### src/rtl/event_count_gate.sv
// Conditions a raw event line (sync + debounce) and gates each qualified rise into a
// one-cycle count enable for a downstream 4-bit counter during a programmable window.
module event_count_gate #(
  parameter int SYNC_STAGES = 2,
  parameter int DEB_W       = 8,
  parameter int GATE_W      = 16
) (
  input  logic              CLK,
  input  logic              CLR_n,
  input  logic              EVT_IN,
  input  logic [DEB_W-1:0]  DEB_LEN,
  input  logic [GATE_W-1:0] GATE_LEN,
  input  logic [3:0]        PRESET,
  input  logic              START,
  input  logic              RCO_IN,
  output logic [3:0]        D,
  output logic              LOAD_n,
  output logic              ENP,
  output logic              ENT,
  output logic              BUSY,
  output logic              DONE,
  output logic              OVF
);

  typedef enum logic [1:0] {ST_IDLE, ST_LOAD, ST_GATE, ST_DONE} state_t;

  state_t                 state_q, state_d;
  logic [SYNC_STAGES-1:0] sync_q, sync_d;
  logic                   filt_q, filt_d;
  logic [DEB_W-1:0]       dc_q, dc_d;
  logic [GATE_W-1:0]      gcnt_q, gcnt_d;
  logic [GATE_W-1:0]      glen_q, glen_d;
  logic [3:0]             dout_q, dout_d;
  logic                   load_n_q, load_n_d;
  logic                   enp_q, enp_d;
  logic                   ent_q, ent_d;
  logic                   busy_q, busy_d;
  logic                   done_q, done_d;
  logic                   ovf_q, ovf_d;
  logic                   sync_s;
  logic                   rise;

  assign sync_s = sync_q[SYNC_STAGES-1];

  // Filtered level only moves after S has disagreed with it for DEB_LEN+1 cycles.
  always_comb begin
    sync_d = {sync_q[SYNC_STAGES-2:0], EVT_IN};
    filt_d = filt_q;
    dc_d   = '0;
    if (sync_s != filt_q) begin
      if (dc_q == DEB_LEN) begin
        filt_d = sync_s;
      end else begin
        dc_d = dc_q + 1'b1;
      end
    end
    rise = filt_d & ~filt_q;
  end

  always_comb begin
    state_d = state_q;
    gcnt_d  = gcnt_q;
    glen_d  = glen_q;
    dout_d  = dout_q;
    case (state_q)
      ST_IDLE: begin
        if (START) begin
          state_d = ST_LOAD;
          glen_d  = GATE_LEN;
          dout_d  = PRESET;
        end
      end
      ST_LOAD: begin
        gcnt_d  = '0;
        state_d = (glen_q != '0) ? ST_GATE : ST_DONE;
      end
      ST_GATE: begin
        if (gcnt_q == glen_q - 1'b1) begin
          state_d = ST_DONE;
        end else begin
          gcnt_d = gcnt_q + 1'b1;
        end
      end
      ST_DONE: state_d = ST_IDLE;
      default: state_d = ST_IDLE;
    endcase
  end

  // Outputs are decoded from the next state so they line up with the registered state.
  always_comb begin
    load_n_d = (state_d != ST_LOAD);
    ent_d    = (state_d == ST_GATE);
    busy_d   = (state_d == ST_LOAD) || (state_d == ST_GATE);
    done_d   = (state_d == ST_DONE);
    enp_d    = rise && ent_d;
    ovf_d    = ovf_q | (enp_q & ent_q & RCO_IN);
    if (state_d == ST_LOAD) begin
      ovf_d = 1'b0;
    end
  end

  always_ff @(posedge CLK or negedge CLR_n) begin
    if (!CLR_n) begin
      state_q  <= ST_IDLE;
      sync_q   <= '0;
      filt_q   <= 1'b0;
      dc_q     <= '0;
      gcnt_q   <= '0;
      glen_q   <= '0;
      dout_q   <= 4'h0;
      load_n_q <= 1'b1;
      enp_q    <= 1'b0;
      ent_q    <= 1'b0;
      busy_q   <= 1'b0;
      done_q   <= 1'b0;
      ovf_q    <= 1'b0;
    end else begin
      state_q  <= state_d;
      sync_q   <= sync_d;
      filt_q   <= filt_d;
      dc_q     <= dc_d;
      gcnt_q   <= gcnt_d;
      glen_q   <= glen_d;
      dout_q   <= dout_d;
      load_n_q <= load_n_d;
      enp_q    <= enp_d;
      ent_q    <= ent_d;
      busy_q   <= busy_d;
      done_q   <= done_d;
      ovf_q    <= ovf_d;
    end
  end

  assign D      = dout_q;
  assign LOAD_n = load_n_q;
  assign ENP    = enp_q;
  assign ENT    = ent_q;
  assign BUSY   = busy_q;
  assign DONE   = done_q;
  assign OVF    = ovf_q;

endmodule

### config.mk
export PLATFORM = sky130hd
export DESIGN_NAME = event_count_gate
export DESIGN_NICKNAME = d
export VERILOG_FILES = /design/src/rtl/event_count_gate.sv
export SDC_FILE = /design/constraint.sdc
export NUM_CORES = 1
export LEC_CHECK = 0
export BUFFER_PORTS_ARGS = -buffer_cell sky130_fd_sc_hd__buf_2
export CELL_PAD_IN_SITES_DETAIL_PLACEMENT = 1
export CELL_PAD_IN_SITES_GLOBAL_PLACEMENT = 2
export CORE_MARGIN = 3
export CORE_UTILIZATION = 37
export CTS_CLUSTER_SIZE = 10
export DETAILED_ROUTE_END_ITERATION = 7
export PLACE_DENSITY = 0.78
export SLEW_MARGIN = 20
export SYNTH_ARGS = -nofsm -noshare
export SYNTH_HDL_FRONTEND = slang
export SYNTH_SLANG_ARGS = --single-unit
### constraint.sdc
create_clock -name CLK -period 3.72 [get_ports CLK]
set_input_delay 0.558 -clock CLK [delete_from_list [all_inputs] [get_ports CLK]]
set_output_delay 0.558 -clock CLK [all_outputs]
set_load 0.005 [all_outputs]
==> impl_results.md, run 1 <==
* Max-slew violation count at 0
* Overall Power at between 2 and 2.5 mW
* Hold WS at about 0.32 ns
* Slew @ Worst Pin at a little over 0.8 ns
* H-Tree Depth at 2
* RSZ-0062 raised after global routing: false
* Critical path data required time at roughly 3.9 ns
* Leak pwr at about 1.6 nW
* CTS buffer count at 5
* Share of layout cells above drive strength 1 at between 20% and 30%
* Syn_area_per_cell at roughly 10 µm²
* Fmax at roughly 310 MHz
* Port-buffer cells at 42
* Post_cts resized at 0
* Critical Path Fanout Max at 10
* Root Buffer: clkbuf_8
* Largest family of logic cells by synthesized area: simple AND/OR/NAND/NOR gates
* Post-Syn Area at 3180 µm²
* Worst vdd ir at slightly above 0.0003 V
* Vias in the first global route at 2645
* Final worst-path cycle share at between 80% and 90%
* Initial antenna violation count at 0
* Fillers at 952
* GRT Overall Usage at ~17%
* DRT Wirelength at just under 8000 µm
* Largest net degree at the start of global routing at 36
* DP Wirelength at just under 6000 µm
* Simple-gate share of the synthesized area at roughly 22%
* Area occupied by multi-input gates at 1710 µm²
* Post-CTS setup buffer count at 0
* Post-DRT Antenna Nets at 0
* Mux cell area share after synthesis at roughly 10%
* Clock transition at the registers of the reported paths at around 0.10 ns
* Post-layout min period at between 3 and 4 ns
* Synth Register Bits at 55
* Full die area at between 9000 and 10000 µm²
* Setup WS pre-CTS at between 0.6 and 0.7 ns
* Detailed Route Iter0 Violations at 73
* Status: finished, final reports clean
* Initial Utilization at roughly two fifths
* CTS tree: yes
* First-pass GRT wire length at approximately 13000 µm
* Mapped Nets at 354
* R2R setup slack at ~0.54 ns
* Area delta synth->final at 13.0%
* Crit. End Element: flop
* Seq/Total Area, Yosys at between 40% and 50%
* Detailed-route wire length per cell at approximately 17 µm
* YS warnings at 0
* HP Class: input port to async pin
* Xor and xnor area share after synthesis at 8.53%
* Placed cell areas at between 3000 and 4000 µm²
* Synth area leaders: dfrtp_1, mux2_2, xor2_1
* Final TNS setup at 0 ns
* Core area at a little over 8000 µm²
* Cell area after layout at around 3600 µm²
* First-pass iteration count of the detailed router at 4
* Cells after synthesis at between 300 and 400
* Adder-Cell Fraction of Synth Area at 3.93%
* Longest Clk Path Bufs at 2
* Clock latency on the worst-skew pair at around 0.31 ns
* EDFF count, synth at 0
* Relative slew slack at 45.3%
* Max-cap violations at 0
* CTS sink count at 55
* IO Pins at 43
* Pwr Density at about 670 nW/µm²
* Worst reg2reg path depth at 12
* DRC violations left at 0
* Worst setup margin at roughly 0.54 ns
* Gp weighted congestion at roughly 0.8
* Ant. Diodes at 0
* Ys flop type: dfrtp_1
* Vias at 2500
* Async set or reset register ratio after synthesis at 100%
* Clk_skew at between 0.006 and 0.007 ns
* # rows at 33
* CP Class: flop to flop
* Startpoint types: flop
* Library cells used by synthesis at 52
* Die width at between 90 and 100 µm
* Top cell type's share of synthesized area at 42.4%
* Drt via density at about 5.5
* Crit path DAT at 3.38 ns
* Layout net count at ~390
* Leading area contributor after synthesis: dfrtp_1
* Register area at ~1400 µm²
* Die Y at between 90 and 100 µm
* Hold buffers post-CTS at 0
* Final Hold Fails at 0
* Complex-gate fraction of the synthesized area at approximately 9.7%
* GRT overflow at 0
* Endpoints failing setup at 0
## per-stage QoR
| step | utilization (%) | instances |
|---|---|---|
| after floorplan | - | 311 |
| final | 43.3 | 457 |
| after CTS | 43.3 | 457 |
| after global routing | 43.3 | 457 |
| after detailed placement | 42.0 | 449 |
| after global placement | 42.0 | 449 |
## path summary, 6_finish.rpt
check	to	startpoint
max in group asynchronous	gcnt_q[11]$_DFFE_PN0P_	CLR_n
worst min-delay path	glen_q[13]$_DFFE_PN0P_	CLR_n
worst max-delay path	ENP$_DFF_PN0_	glen_q[0]$_DFFE_PN0P_
min in group CLK	sync_q[0]$_DFF_PN0_	EVT_IN
worst max register to register	ENP$_DFF_PN0_	glen_q[0]$_DFFE_PN0P_
worst min register to register	sync_q[1]$_DFF_PN0_	sync_q[0]$_DFF_PN0_
## cell usage in the layout, fill, tap and decap left out, types with 3 or more instances in the layout
cell type and instances:
a21oi_1 5, nand4b_1 3, dfrtp_1 54, ha_1 10, a211oi_1 3, or4_1 3
nand2b_1 5, nor2b_1 3, nand4_1 7, nor3_2 3, a31oi_1 5, and3_1 9
nor4_1 6, a21boi_0 3, xor2_1 20, nand3b_1 3, buf_2 42, nand2_1 24
xnor2_1 11, mux2_2 22, nor2_1 16, mux2i_1 7, inv_1 10, o21ai_0 6
nand3_1 14, nor3_1 12, or3_1 4, clkbuf_8 5
## routing by layer
layer  part of all wire, %  global-route usage [%]  up-vias
li1                      -                       -     1205
met1                    48                    23.0     1249
met2                    48                    27.5       37
met3                   2.9                    2.69        9
met4                   1.3                    4.52        0
met5                     0                       0        -
## state kept, by name, summed over array words and instances, names as in the netlist
| signal | count |
|---|---|
| gcnt_q | 16 |
| glen_q | 16 |
| D | 4 |
| state_q | 2 |
| dc_q | 8 |
| sync_q | 2 |
| BUSY | 1 |
| filt_q | 1 |
| LOAD_n | 1 |
| ENP | 1 |
| ENT | 1 |
| OVF | 1 |
| DONE | 1 |
## cell usage after synthesis, types with 4 or more instances
cell       n
xor2_1    20
mux2_2    22
nand4_1    7
xnor2_1   11
clkbuf_1   8
or3_1      4
o21ai_0    6
nor4_1     6
a31oi_1    5
inv_1     10
nor2_1    16
nand3_1   14
nand2b_1   5
nor3_1    12
mux2i_1    7
and3_1     9
a21oi_1    5
ha_1      10
nand2_1   24
dfrtp_1   54
## kinds of logic (layout without fill, tap and decap cells)
family,Yosys count,count (layout)
AOI/OAI and AO/OA,42,42
xor gates and xnor gates,31,31
adders and majority gates,10,10
buffers and inverters,21,62
DFF,55,55
muxes,29,29
and+or+nand+nor,123,123
## power breakdown
part	total, mW	switching, mW	internal, mW
logic	0.981	0.531	0.450
clock network	0.406	0.205	0.201
registers	1.01	0.236	0.774
## final cells by class
cell class                      count  area share [%]
Inverter                           10            1.04
Clock inverter                      3            1.22
Timing Repair Buffer               44            6.26
Tap cell                          105            3.65
Clock buffer                        5            1.91
Sequential cell                    55            38.3
Multi-Input combinational cell    235            47.6
## worst max-delay path, cell delays in order, from the launching register on
cell,delay [ns]
dfrtp_1,0.47
inv_1,0.09
ha_1,0.20
nor2b_1,0.40
a21boi_0,0.19
o41ai_1,0.43
o21ba_2,0.22
nand4_2,0.28
a21oi_1,0.39
inv_1,0.08
ha_1,0.22
nand2_1,0.07
nor3_1,0.04
No activity file was read; power rests on OpenSTA's default activity.
==> run 2, diff against run 1 <==
==> constraint.sdc (replaced) <==
create_clock -name CLK -period 3.72 [get_ports CLK]
set_input_delay 0.186 -clock CLK [delete_from_list [all_inputs] [get_ports CLK]]
set_output_delay 0.186 -clock CLK [all_outputs]
set_load 0.005 [all_outputs]
==> run 2 against run 1 <==
- the run now ends with negative hold slack left
- count of clock-buffer cells in the layout is the same
- cell count is 0.22% higher
- die area did not move
- via count increased by 1.2%
- clock skew is 0.0012 ns lower
- total power rose by 0.54%
- maximum frequency down 0.10%
- sequential share of layout area down 0.11 points
- register-to-register slack is essentially flat
- cell area increased by 0.28%
- worst hold slack worse by 0.34 ns
- worst setup slack got worse by 0.0032 ns
- largest cell class unchanged
- highest routed layer unchanged
==> impl_results.md, run 2 (synthesized netlist as in run 1, its figures left out) <==
* Status: finished with violations (was finished, final reports clean)
* Failing checks: negative hold slack
* DRT Wirelength at 7990 µm (was 7850 µm)
* Clock transition at the registers of the reported paths at 0.10 ns (about the same)
* IO Pins at 43 (unchanged)
* Final Util at 43.5% (was 43.3%)
* Final worst-path cycle share at 85.5% (was 85.4%)
* Gp weighted congestion at 0.813 (was 0.817)
* HP Class: input port to async pin (unchanged)
* Worst setup margin at 0.539 ns (was 0.542 ns)
* Slew @ Worst Pin at 0.809 ns (was 0.819 ns)
* RSZ-0062 raised after global routing: false (unchanged)
* H-Tree Depth at 2 (unchanged)
* DRC violations left at 0 (unchanged)
* Initial Utilization at 38.4% (unchanged)
* Largest net degree at the start of global routing at 56 (was 36)
* Final TNS setup at 0 ns (unchanged)
* GRT busiest layer: met2 (unchanged)
* First-pass GRT wire length at 13500 µm (was 13300 µm)
* CP Class: flop to flop (unchanged)
* CTS tree: yes (unchanged)
* GRT met1 Usage at 22.3% (was 23.0%)
* CP cell instances: inv_1 > ha_1 > nor2b_1 > a21boi_0 > o41ai_1 > o21ba_2 > nand4_2 > a21oi_1 > inv_1 > ha_1 > nand2_1 > nor3_1 (unchanged)
* GRT overflow at 0 (unchanged)
* CTS sink count at 55 (unchanged)
* Max-slew violation count at 0 (unchanged)
* Fmax at 314 MHz (was 315 MHz)
* Clk_skew at 0.00528 ns (was 0.00648 ns)
* Register area at 1380 µm² (unchanged)
* CP bufs+invs at 2 (unchanged)
* Crit path DAT at 3.39 ns (was 3.38 ns)
* Critical Path Fanout Max at 10 (unchanged)
* Critical path data required time at 3.93 ns (was 3.92 ns)
* Root Buffer: clkbuf_8 (unchanged)
* Fillers at 934 (was 952)
* Detailed Route Iter0 Violations at 106 (was 73)
* Most frequent cells in the layout: dfrtp_1, buf_2, nand2_1 (unchanged)
* Post-layout min period at 3.18 ns (about the same)
* Clock latency on the worst-skew pair at 0.32 ns (was 0.31 ns)
* Pwr Density at 668 nW/µm² (was 666 nW/µm²)
* Startpoint types: flop (unchanged)
* Die Y at 98.8 µm (unchanged)
* Full die area at 9760 µm² (unchanged)
* DP Wirelength at 5930 µm (was 5900 µm)
* Core area at 8300 µm² (unchanged)
* Die width at 98.8 µm (unchanged)
* Ant. Diodes at 0 (unchanged)
* Endpoints failing setup at 0 (unchanged)
* Top delay family on crit path: compound AO/OA/AOI/OAI gates (unchanged)
* Met3 usage at 2.90% (was 2.69%)
* Layout net count at 395 (was 394)
* CTS buffer count at 5 (unchanged)
* Setup WS pre-CTS at 0.517 ns (was 0.663 ns)
* Initial antenna violation count at 0 (unchanged)
* GRT Overall Usage at 17.0% (was 16.8%)
* Leak pwr at 1.63 nW (about the same)
* Detailed-route wire length per cell at 17.5 µm (was 17.2 µm)
* Post-DRT Antenna Nets at 0 (unchanged)
* Biggest regs: gcnt_q x16, glen_q x16, dc_q x8 (unchanged)
* Vias at 2529 (was 2500)
* Post_cts resized at 0 (unchanged)
* Max-cap violations at 0 (unchanged)
* Longest Clk Path Bufs at 2 (unchanged)
* Drt via density at 5.52 (was 5.47)
* Vias in the first global route at 2729 (was 2645)
* Worst vdd ir at 0.000251 V (was 0.000308 V)
* Crit. End Element: flop (unchanged)
* Final Hold Fails at 15 (was 0)
* Share of layout cells above drive strength 1 at 24.6% (was 24.7%)
* Crit-path max cell delay at 0.49 ns (was 0.47 ns)
* Post-CTS setup buffer count at 0 (unchanged)
* First-pass iteration count of the detailed router at 6 (was 4)
* Port-buffer cells at 42 (unchanged)
* Area occupied by multi-input gates at 1710 µm² (unchanged)
* Grt met2 use at 28.3% (was 27.5%)
* Most common cell after layout, fill and taps aside: dfrtp_1 (unchanged)
* Slowest-stage cell, CP: o41ai_1 (was dfrtp_1)
* Area delta synth->final at 13.3% (was 13.0%)
* Hold WS at -0.0176 ns (was 0.320 ns)
* # rows at 33 (unchanged)
* Relative slew slack at 45.9% (was 45.3%)
run 2: cell count changes in the layout (fill, tap and decap cells not counted):
cell           change
dlygate4sd3_1      +1
run 2: final timing paths:
check | startpoint | endpoint | slack [ns] | cells after the start
max | glen_q[0]$_DFFE_PN0P_ | ENP$_DFF_PN0_ | 0.54 | 12
min reg2reg | sync_q[0]$_DFF_PN0_ | sync_q[1]$_DFF_PN0_ | 0.37 | 0
max in group asynchronous | CLR_n | gcnt_q[0]$_DFFE_PN0P_ | 3.26 | 2
min in group CLK | PRESET[0] | D[0]$_DFFE_PN0P_ | 0.09 | 2
max reg2reg | glen_q[0]$_DFFE_PN0P_ | ENP$_DFF_PN0_ | 0.54 | 12
min | CLR_n | D[1]$_DFFE_PN0P_ | -0.02 | 2
run 2: routing by layer:
metal  share of wire, %  up-vias  routed length [µm]
met5                  0        -                   0
met4                2.2        0                 172
met3                3.1       14                 247
met2                 48       48                3800
met1                 47     1260                3770
li1                   -     1207                   -
run 2: layout make-up:
type | instances | share of cell area (%)
tap | 105 | 3.64
inverter | 10 | 1.04
clock inverter | 3 | 1.21
sequential | 55 | 38.2
multi-input combinational | 235 | 47.5
timing repair buffer | 45 | 6.52
clock buffer | 5 | 1.91
run 2: where the power goes:
part / switching [mW] / leakage (nW) / internal, mW
sequential: 0.241 / 0.701 / 0.774
clock: 0.214 / 0.0581 / 0.201
combinational: 0.529 / 0.871 / 0.451
total: 0.984 / 1.63 / 1.43
run 2: repair_timing:
item	in CTS	in global routing
setup endpoints to repair	0	0
endpoints found under the hold margin	1	0
hold buffers	1	0
run 2: stage by stage:
stage,hold slack (ns),std cells,power (mW),cell area (µm²)
after detailed placement,0.296,449,2.01,3480
after global routing,0.0666,458,2.60,3610
after global placement,0.295,449,1.97,3480
after CTS,0.0265,458,2.44,3610
final,-0.0176,458,2.41,3610
after floorplan,-0.110,311,1.71,3180
==> run 3, diff against run 2 <==
--- a/config.mk
+++ b/config.mk
@@ -13,7 +13,7 @@
 export CTS_CLUSTER_SIZE = 10
 export DETAILED_ROUTE_END_ITERATION = 7
 export PLACE_DENSITY = 0.78
-export SLEW_MARGIN = 20
+export REMOVE_ABC_BUFFERS = 1
 export SYNTH_ARGS = -nofsm -noshare
 export SYNTH_HDL_FRONTEND = slang
 export SYNTH_SLANG_ARGS = --single-unit
==> run 3 against run 2 <==
- the flow now finishes without violations
- first-iteration DRC count shrank 4.7%
- routed wire length fell by 2.3%
- combinational power is 0.5% lower
- total power fell by 0.90%
- worst setup slack better by 0.18 ns
- cell area up 0.14%
- flip-flop and latch count unchanged
- cell count grew 0.22%
- die area unchanged
- register-to-register slack better by 0.18 ns
- critical path depth fell by 4
- critical endpoint is now gcnt_q[5]$_DFFE_PN0P_
- largest power group unchanged
- highest routed layer unchanged
==> impl_results.md, run 3 (synthesized netlist as in run 1, its figures left out) <==
* Status: finished, final reports clean (was finished with violations)
* Die Y at 98.8 µm (unchanged)
* CP Class: flop to flop (unchanged)
* Endpoints failing setup at 0 (unchanged)
* Crit-path max cell delay at 0.53 ns (was 0.49 ns)
* DRT Wirelength at 7810 µm (was 7990 µm)
* Slew @ Worst Pin at 0.966 ns (was 0.809 ns)
* Vias at 2528 (was 2529)
* Post-CTS setup buffer count at 0 (unchanged)
* Clock transition at the registers of the reported paths at 0.11 ns (was 0.10 ns)
* First-pass GRT wire length at 13100 µm (was 13500 µm)
* Pwr Density at 661 nW/µm² (was 668 nW/µm²)
* Startpoint types: flop (unchanged)
* # rows at 33 (unchanged)
* DP Wirelength at 5900 µm (was 5930 µm)
* GRT overflow at 0 (unchanged)
* Final worst-path cycle share at 80.7% (was 85.5%)
* Vias in the first global route at 2637 (was 2729)
* Hold buffers post-CTS at 1 (unchanged)
* Post_cts resized at 0 (unchanged)
* Share of layout cells above drive strength 1 at 24.6% (about the same)
* Most common cell after layout, fill and taps aside: dfrtp_1 (unchanged)
* Die width at 98.8 µm (unchanged)
* Leak pwr at 1.63 nW (about the same)
* Post-DRT Antenna Nets at 0 (unchanged)
* DRC violations left at 0 (unchanged)
* Drt via density at 5.51 (was 5.52)
* Detailed Route Iter0 Violations at 101 (was 106)
* CP dominant cell by count: nor4_1
* Final Hold Fails at 0 (was 15)
* CP cell instances: nor4_1 > and4_1 > a21boi_0 > or4_4 > o41ai_2 > buf_4 > nor4_1 > a211o_1 (was inv_1 > ha_1 > nor2b_1 > a21boi_0 > o41ai_1 > o21ba_2 > nand4_2 > a21oi_1 > inv_1 > ha_1 > nand2_1 > nor3_1)
* Clock latency on the worst-skew pair at 0.31 ns (was 0.32 ns)
* Full die area at 9760 µm² (unchanged)
* Longest Clk Path Bufs at 2 (unchanged)
* Worst vdd ir at 0.000267 V (was 0.000251 V)
* CTS sink count at 55 (unchanged)
* Final TNS setup at 0 ns (unchanged)
* Hold WS at 0.00668 ns (was -0.0176 ns)
* Relative slew slack at 35.4% (was 45.9%)
* Max-slew violation count at 0 (unchanged)
* Post-layout min period at 3.00 ns (was 3.18 ns)
* Biggest regs: gcnt_q x16, glen_q x16, dc_q x8 (unchanged)
* Crit path DAT at 3.21 ns (was 3.39 ns)
* Most frequent cells in the layout: dfrtp_1, buf_2, nand2_1 (unchanged)
* Crit. End Element: flop (unchanged)
* Final Util at 43.5% (about the same)
* Fmax at 333 MHz (was 314 MHz)
* CTS tree: yes (unchanged)
* Clk_skew at 0.0126 ns (was 0.00528 ns)
* R2R setup slack at 0.72 ns (was 0.54 ns)
* Gp weighted congestion at 0.795 (was 0.813)
* Layout net count at 396 (was 395)
* RSZ-0062 raised after global routing: false (unchanged)
* Initial Utilization at 38.4% (unchanged)
* HP Class: input port to async pin (unchanged)
* Detailed-route wire length per cell at 17.0 µm (was 17.5 µm)
* First-pass iteration count of the detailed router at 4 (was 6)
* Slowest-stage cell, CP: nor4_1 (was o41ai_1)
* Largest net degree at the start of global routing at 42 (was 56)
* Root Buffer: clkbuf_8 (unchanged)
* Port-buffer cells at 42 (unchanged)
* Max-cap violations at 0 (unchanged)
* IO Pins at 43 (unchanged)
* Area delta synth->final at 13.4% (was 13.3%)
* Initial antenna violation count at 0 (unchanged)
* GRT Overall Usage at 16.5% (was 17.0%)
* Ant. Diodes at 0 (unchanged)
* Core area at 8300 µm² (unchanged)
* Critical path data required time at 3.93 ns (about the same)
* CTS buffer count at 5 (unchanged)
* H-Tree Depth at 2 (unchanged)
* Critical Path Fanout Max at 11 (was 10)
run 3: worst paths after layout:
| check | start | end | cells after the start |
|---|---|---|---|
| max | glen_q[6]$_DFFE_PN0P_ | gcnt_q[5]$_DFFE_PN0P_ | 8 |
| min | CLR_n | glen_q[5]$_DFFE_PN0P_ | 1 |
| max reg2reg | glen_q[6]$_DFFE_PN0P_ | gcnt_q[5]$_DFFE_PN0P_ | 8 |
| min reg2reg | sync_q[0]$_DFF_PN0_ | sync_q[1]$_DFF_PN0_ | 0 |
| max in group asynchronous | CLR_n | gcnt_q[3]$_DFFE_PN0P_ | 2 |
| min in group CLK | PRESET[1] | D[1]$_DFFE_PN0P_ | 2 |
run 3: power by group:
part	switching, mW	internal [mW]	total [mW]
clock network	0.199	0.201	0.400
logic	0.523	0.452	0.975
registers	0.239	0.774	1.01
run 3: area by class of cell:
class / instances / area [µm²]
Fill cell: 976 / 4690
Multi-Input combinational cell: 235 / 1710
Sequential cell: 55 / 1380
Timing Repair Buffer: 46 / 243
Tap cell: 105 / 131
Clock buffer: 6 / 72.6
Clock inverter: 2 / 37.5
Inverter: 10 / 37.5
run 3: per-stage QoR:
step | instances | power (mW) | cell area (µm²) | setup slack (ns)
finish | 459 | 2.39 | 3610 | 0.717
global route | 459 | 2.59 | 3610 | 0.492
CTS | 459 | 2.43 | 3610 | 0.762
detailed placement | 450 | 2.02 | 3490 | 0.772
global placement | 450 | 1.98 | 3490 | 0.799
floorplan | 300 | 1.67 | 3130 | 0.825
run 3: critical path: cells and delay by family (launching register included):
family | cells | cell delay, ns
buffers and inverters | 1 | 0.22
and+or+nand+nor | 4 | 1.47
DFF | 1 | 0.49
AOI/OAI and AO/OA | 3 | 0.73
run 3: routing by layer:
metal | GRT usage (%) | up-vias | wire length, µm
met3 | 2.83 | 6 | 248
met5 | 0 | - | 0
met4 | 3.47 | 0 | 69
met2 | 29.0 | 36 | 3880
met1 | 21.4 | 1276 | 3610
li1 | - | 1210 | -
